[config.mk]
export PLATFORM = sky130hd
export DESIGN_NAME = bp_me_mem_cmd_arbiter
export DESIGN_NICKNAME = d
export VERILOG_FILES = /design/src/rtl/bp_me_pkg.sv /design/src/rtl/bp_me_arb_order_fifo.sv /design/src/rtl/bp_me_mem_cmd_arbiter.sv
export SDC_FILE = /design/constraint.sdc
export NUM_CORES = 1
export LEC_CHECK = 0
export CAP_MARGIN = 20
export CELL_PAD_IN_SITES_DETAIL_PLACEMENT = 2
export CELL_PAD_IN_SITES_GLOBAL_PLACEMENT = 2
export CORE_AREA = 2 2 258 260
export DETAILED_ROUTE_END_ITERATION = 10
export DIE_AREA = 0 0 260 262
export GPL_TIMING_DRIVEN = 0
export PLACE_DENSITY_LB_ADDON = 0.1
export SYNTH_ARGS = -nofsm -noshare
export SYNTH_HDL_FRONTEND = slang
export SYNTH_HIERARCHICAL = 1
export SYNTH_SLANG_ARGS = --single-unit
[constraint.sdc]
create_clock -name clk_i -period 3 [get_ports clk_i]
set_clock_uncertainty 0.2 [all_clocks]
set_input_delay 0.3 -clock clk_i [delete_from_list [all_inputs] [get_ports clk_i]]
set_output_delay 0.3 -clock clk_i [all_outputs]
set_load 0.01 [all_outputs]
[src/rtl/bp_me_pkg.sv]
// Shared BedRock memory-engine arbiter types: arbiter FSM states and
// requester count, plus a helper that maps a requester id to its lock state.
package bp_me_pkg;

  localparam int bp_me_arb_num_req_gp = 2;

  typedef enum logic [1:0] {
    e_idle  = 2'd0,
    e_lock0 = 2'd1,
    e_lock1 = 2'd2
  } bp_me_arb_state_e;

  // Lock state that keeps requester id on the memory port until its last beat.
  function automatic bp_me_arb_state_e bp_me_arb_lock_state(input logic id);
    return id ? e_lock1 : e_lock0;
  endfunction

endpackage

[src/rtl/bp_me_arb_order_fifo.sv]
// In-order grant record for the memory command arbiter: one bit per
// outstanding command naming the requester that owns the next response.
// Push and pop may happen in the same cycle; a pop while full frees the slot
// only on the following cycle because ready_o comes straight from the count.
module bp_me_arb_order_fifo #(
  parameter int els_p = 4
) (
  input  logic clk_i,
  input  logic reset_n_i,
  input  logic data_i,
  input  logic v_i,
  output logic ready_o,
  output logic data_o,
  output logic v_o,
  input  logic yumi_i
);

  localparam int ptr_w_lp = $clog2(els_p);
  localparam int cnt_w_lp = $clog2(els_p + 1);

  logic [ptr_w_lp-1:0] wptr_q, wptr_d;
  logic [ptr_w_lp-1:0] rptr_q, rptr_d;
  logic [cnt_w_lp-1:0] count_q, count_d;
  logic [els_p-1:0]    mem_q, mem_d;
  logic                push, pop;

  assign ready_o = (count_q != cnt_w_lp'(els_p));
  assign v_o     = (count_q != '0);
  assign data_o  = mem_q[rptr_q];

  // Next pointers, count and storage; pointers wrap naturally (depth is 2^n).
  always_comb begin
    push    = v_i & ready_o;
    pop     = yumi_i & v_o;
    wptr_d  = wptr_q + ptr_w_lp'(push);
    rptr_d  = rptr_q + ptr_w_lp'(pop);
    count_d = count_q + cnt_w_lp'(push) - cnt_w_lp'(pop);
    mem_d   = mem_q;
    if (push) mem_d[wptr_q] = data_i;
  end

  // Control state: cleared asynchronously so the FIFO reads empty at once.
  always_ff @(posedge clk_i or negedge reset_n_i) begin
    if (!reset_n_i) begin
      wptr_q  <= '0;
      rptr_q  <= '0;
      count_q <= '0;
    end else begin
      wptr_q  <= wptr_d;
      rptr_q  <= rptr_d;
      count_q <= count_d;
    end
  end

  // Storage array.
  // NOTE: storage is deliberately not reset; an entry is only read while
  // count_q says it holds a valid record, so its reset value never matters.
  always_ff @(posedge clk_i) begin
    mem_q <= mem_d;
  end

endmodule

[src/rtl/bp_me_mem_cmd_arbiter.sv]
// Two-to-one BedRock stream arbiter for the memory command/response channel.
// Commands are granted round-robin and locked for a whole burst; responses
// return in command order and are steered by an in-order grant record.
// Define BP_ME_ARB_FIXED_PRIO_EN to make requester 0 always win when idle
// (the round-robin pointer is then not built).
module bp_me_mem_cmd_arbiter
  import bp_me_pkg::*;
#(
  parameter int header_width_p = 64,
  parameter int data_width_p   = 64,
  parameter int outstanding_p  = 4
) (
  input  logic                        clk_i,
  input  logic                        reset_n_i,
  input  logic [2*header_width_p-1:0] req_header_i,
  input  logic [2*data_width_p-1:0]   req_data_i,
  input  logic [1:0]                  req_v_i,
  input  logic [1:0]                  req_last_i,
  output logic [1:0]                  req_ready_and_o,
  output logic [header_width_p-1:0]   mem_cmd_header_o,
  output logic [data_width_p-1:0]     mem_cmd_data_o,
  output logic                        mem_cmd_v_o,
  output logic                        mem_cmd_last_o,
  input  logic                        mem_cmd_ready_and_i,
  input  logic [header_width_p-1:0]   mem_resp_header_i,
  input  logic [data_width_p-1:0]     mem_resp_data_i,
  input  logic                        mem_resp_v_i,
  input  logic                        mem_resp_last_i,
  output logic                        mem_resp_ready_and_o,
  output logic [header_width_p-1:0]   resp_header_o,
  output logic [data_width_p-1:0]     resp_data_o,
  output logic [1:0]                  resp_v_o,
  output logic                        resp_last_o,
  input  logic [1:0]                  resp_ready_and_i
);

  bp_me_arb_state_e state_q, state_d;
`ifndef BP_ME_ARB_FIXED_PRIO_EN
  logic rr_q, rr_d;
`endif
  logic winner, grant_id, grant_v, cmd_accept;
  logic fifo_ready, fifo_v, fifo_head, fifo_push, fifo_pop;

  // Idle-state winner among the valid requesters.
  always_comb begin
`ifdef BP_ME_ARB_FIXED_PRIO_EN
    winner = ~req_v_i[0];
`else
    winner = req_v_i[rr_q] ? rr_q : ~rr_q;
`endif
  end

  // Grant selection, burst locking and round-robin update.
  // NOTE: every signal written here gets a default first, so no path through
  // the case statement can leave a value unassigned and infer a latch.
  always_comb begin
    state_d    = state_q;
`ifndef BP_ME_ARB_FIXED_PRIO_EN
    rr_d       = rr_q;
`endif
    grant_id   = winner;
    grant_v    = 1'b0;
    cmd_accept = 1'b0;
    fifo_push  = 1'b0;
    case (state_q)
      e_idle:  begin grant_id = winner; grant_v = (|req_v_i) & fifo_ready; end
      e_lock0: begin grant_id = 1'b0;   grant_v = 1'b1;                    end
      e_lock1: begin grant_id = 1'b1;   grant_v = 1'b1;                    end
      default: ;
    endcase
    // Reset silences the command side immediately, even mid-burst.
    grant_v    = grant_v & reset_n_i;
    cmd_accept = grant_v & req_v_i[grant_id] & mem_cmd_ready_and_i;
    if (cmd_accept) begin
      if (state_q == e_idle) fifo_push = 1'b1;
      if (req_last_i[grant_id]) begin
        state_d = e_idle;
`ifndef BP_ME_ARB_FIXED_PRIO_EN
        rr_d    = ~grant_id;
`endif
      end else begin
        state_d = bp_me_arb_lock_state(grant_id);
      end
    end
  end

  // Arbiter state register.
  // NOTE: sequential state uses non-blocking assignments so every register
  // samples pre-edge values and updates together at the clock edge.
  always_ff @(posedge clk_i or negedge reset_n_i) begin
    if (!reset_n_i) begin
      state_q <= e_idle;
`ifndef BP_ME_ARB_FIXED_PRIO_EN
      rr_q    <= 1'b0;
`endif
    end else begin
      state_q <= state_d;
`ifndef BP_ME_ARB_FIXED_PRIO_EN
      rr_q    <= rr_d;
`endif
    end
  end

  // Command path: zero-latency mux of the granted requester.
  assign mem_cmd_v_o      = grant_v & req_v_i[grant_id];
  assign mem_cmd_last_o   = req_last_i[grant_id];
  assign mem_cmd_header_o = grant_id ? req_header_i[2*header_width_p-1:header_width_p]
                                     : req_header_i[header_width_p-1:0];
  assign mem_cmd_data_o   = grant_id ? req_data_i[2*data_width_p-1:data_width_p]
                                     : req_data_i[data_width_p-1:0];
  assign req_ready_and_o  = {2{grant_v & mem_cmd_ready_and_i}} & (grant_id ? 2'b10 : 2'b01);

  // Response path: steer to the oldest recorded requester; hold if no record.
  assign resp_header_o        = mem_resp_header_i;
  assign resp_data_o          = mem_resp_data_i;
  assign resp_last_o          = mem_resp_last_i;
  assign resp_v_o             = {2{mem_resp_v_i & fifo_v}} & (fifo_head ? 2'b10 : 2'b01);
  assign mem_resp_ready_and_o = fifo_v & resp_ready_and_i[fifo_head];
  assign fifo_pop             = mem_resp_v_i & mem_resp_ready_and_o & mem_resp_last_i;

  bp_me_arb_order_fifo #(
    .els_p(outstanding_p)
  ) u_order_fifo (
    .clk_i    (clk_i),
    .reset_n_i(reset_n_i),
    .data_i   (grant_id),
    .v_i      (fifo_push),
    .ready_o  (fifo_ready),
    .data_o   (fifo_head),
    .v_o      (fifo_v),
    .yumi_i   (fifo_pop)
  );

endmodule

==> run_results.csv <==
group,metric,value,unit
run_status,status,"finished, final reports clean",
synth,syn-instance-count,352,
floorplanning,initial_utilization,5.18,%
timing,fin_ws,0.0283,ns
routing,postRouteAntennaNets,0,
routing,initialDrtViolationCount,60,
setup_path,critPathLaunch,"u_order_fifo/rptr_q[0]",
power_and_ir_drop,ir_drop,322,uV
floorplanning,die_h,262,microns
setup_path,worstSetupStartpointType,"flop",
placement,dp_hpwl,28.5,mm
cells_and_area,fillerInstances,7522,
global_routing,globalRoute.totalOverflow,0,
timing,setup_violations,0,
setup_path,crit_fanout,6,
timing,fmax,337,MHz
global_routing,antenna_found_initial,9,
floorplanning,pin_count,659,
synth,synth_cell_types,37,
placement,gp_congestion,0.706,
cells_and_area,final-seq-area,372,sq um
timing,holdWs,0.292,ns
synth,synthArstFlopShare,71.4,%
cells_and_area,nets,1297,
clock_tree,cts_tree,"done",
global_routing,grt_max_degree,14,
synth,synth_edf_count,4,
cells_and_area,multiInputGateArea,2010,sq um
synth,syn_area,3380,sq um
clock_tree,cts.path.max_buffers,2,
synth,synth.area.top_cells,"mux2_2, buf_4, dfrtp_1, edfxtp_1, mux2_1",
timing,hold_viol,0,
setup_path,end_kind,"flop",
timing,period_needed,2.97,ns
clock_tree,cts_buffers,3,
setup_path,arrival,2.89,ns
synth,syn-num-nets,753,
routing,dr.pass1.iters,4,
global_routing,grt_pass1_wl,39.9,mm
floorplanning,die_area,68100,sq um
synth,synth-main-ff-cell,"dfrtp_1",
clock_tree,cts_sinks,14,
synth,ys_seq_area_share,10.9,%
placement,dpl_worst_slack,-0.990,ns
setup_path,critical_path_class,"reg -> reg",
cells_and_area,drive_gt1_share,32.3,%
power_and_ir_drop,leakage,4.11,nW
floorplanning,rows,94,
floorplanning,die-width,260,microns
cells_and_area,area_growth,198,%
power_and_ir_drop,total_power,6.54,mW
clock_tree,clk_latency,0.24,ns
setup_path,rr_startpoint,"u_order_fifo/rptr_q[0]",
timing,max_slew_margin,62.4,%
routing,vias,4660,
worst_hold_path,hold_class,"reg -> reg",
synth,yosysWarnings,6,
flow_run,cap_violations,0,
global_routing,grtUsageTotal,8.13,%
synth,avgSynthCellArea,9.61,sq um
power_and_ir_drop,power.density,649,nW/um^2
cells_and_area,design_area,10100,sq um
synth,yosys.area.top_type,"mux2_2",
setup_path,worstPathRequired,2.92,ns
routing,wl,31.1,mm
routing,routedWlPerCell,17.7,microns
worst_hold_path,hold_path.startpoint,"u_order_fifo/rptr_q[1]",
placement,placed_area,9770,sq um
placement,numPortBuffers,530,
global_routing,grt_pass1_vias,5185,
floorplanning,core_area,65300,sq um
timing,drv_slew,0,
clock_tree,clock-root-buffer,"clkbuf_16",
routing,avgViaCountPerCell,2.64,
timing,worst_slew_pin_slew,0.562,ns
clock_tree,htreeDepth,1,
timing,min_period_over_period,99.1,%
routing,drc,0,
timing,rsz0062_at_grt,"true",
synth,synthDominantCellAreaShare,39.9,%
synth,yosys_register_bits,14,
clock_tree,clk_pin_slew,0.05,ns
metrics by stage:
step                cells  setup TNS (ns)  util [%]
CTS                  1759           -1.67      15.2
global route         1763          -0.145      15.4
finish               1764               0      15.4
detailed placement   1746          -84.19      15.0
global placement     1746          -82.65      15.0
floorplan             352               0         -
cell type report:
| cell class | count | area share [%] |
|---|---|---|
| flip-flops and latches | 14 | 3.69 |
| repair buffers | 540 | 52.9 |
| inverters | 5 | 0.186 |
| multi-input cells | 189 | 19.9 |
| plain buffers | 143 | 11.6 |
| diodes | 5 | 0.124 |
| clock inverters | 1 | 0.0372 |
| clock buffers | 3 | 0.745 |
| well taps | 864 | 10.7 |
registers in the layout, indices dropped and copies added, names as in the netlist:
| register | count |
|---|---|
| u_order_fifo/wptr_q | 2 |
| u_order_fifo/rptr_q | 2 |
| u_order_fifo/count_q | 3 |
| state_q | 2 |
| u_order_fifo/mem_q | 4 |
| rr_q | 1 |
power by group:
| group | switching [mW] | internal, mW | total, mW |
|---|---|---|---|
| combinational | 2.56 | 3.34 | 5.90 |
| sequential | 0.0917 | 0.287 | 0.378 |
| clock | 0.0849 | 0.177 | 0.262 |
| total | 2.74 | 3.80 | 6.54 |
metal layers:
| layer | part of all wire [%] | GRT usage (%) | vias up |
|---|---|---|---|
| li1 | - | - | 2187 |
| met1 | 31 | 7.70 | 2169 |
| met3 | 11 | 3.76 | 14 |
| met2 | 57 | 16.3 | 280 |
| met4 | 0.58 | 0.766 | 10 |
| met5 | 0.19 | 0 | - |
what timing repair did:
action	in CTS	in global routing
pin swaps	2	1
buffers inserted	8	0
gates cloned	1	0
hold buffers	1	0
endpoints found under the hold margin	10	0
resized for setup	150	39
endpoints found under the setup margin	140	56
synthesized netlist by cell type, types with 2 or more instances:
cell type and number:
nand2_1 6, and4b_1 2, edfxtp_1 4, nor4_1 2, mux2_2 120, and3_1 3
buf_2 8, nor4b_1 2, and2_1 2, dfrtp_1 10, xnor2_1 3, nor2b_1 5
mux2_1 9, o21ai_0 3, ha_1 5, mux2i_1 2, buf_4 136, xor2_1 2
a21oi_1 2, inv_1 5, nor4bb_1 2, nor2_1 4
cells in the final DEF, fill, tap and decap left out, types with 2 or more instances in the layout:
cell type / instances
and2_1: 2
and3_4: 2
and4b_1: 2
buf_12: 2
buf_4: 136
buf_8: 12
clkbuf_16: 3
clkdlybuf4s50_1: 398
dfrtp_1: 9
diode_2: 5
dlygate4sd2_1: 111
dlymetal6s2s_1: 20
edfxtp_1: 4
ha_1: 4
inv_1: 5
mux2_1: 9
mux2_2: 120
mux2i_1: 2
nand2_1: 5
nor2_1: 4
nor2b_1: 4
nor4_2: 2
nor4bb_1: 2
o21ai_0: 3
xnor2_1: 3
xor2_1: 2
path summary, 6_finish.rpt:
| kind | end | slack (ns) | cells after the start |
|---|---|---|---|
| hold reg to reg | u_order_fifo/rptr_q[1] | 0.29 | 1 |
| min in group asynchronous | u_order_fifo/count_q[1] | 0.59 | 2 |
| max in group asynchronous | u_order_fifo/count_q[0] | 1.60 | 2 |
| hold / removal | u_order_fifo/rptr_q[1] | 0.29 | 1 |
| setup reg to reg | u_order_fifo/count_q[2] | 0.03 | 10 |
| setup / recovery | u_order_fifo/count_q[2] | 0.03 | 10 |
cell families (layout without fill, tap and decap cells):
logic type / count (synthesis) / after routing / synth area share (%)
other: 0 / 5 / 0
AOI/OAI and AO/OA: 11 / 11 / 2.63
buffers and inverters: 149 / 692 / 31.9
muxes: 132 / 132 / 44.2
and+or+nand+nor: 35 / 35 / 6.58
DFF: 14 / 14 / 10.9
xor gates and xnor gates: 5 / 5 / 1.29
adders and majority gates: 6 / 6 / 2.44
critical path, cell delays in order, from the launching register on:
cell,delay [ns]
dfrtp_1,0.39
mux4_2,0.57
mux2i_1,0.16
nor2b_1,0.07
and3_4,0.21
nor4b_4,0.29
nor4_2,0.08
ha_1,0.20
fa_1,0.38
xor2_1,0.16
xnor2_1,0.13
Note: power is estimated with default switching activity, not from simulation.
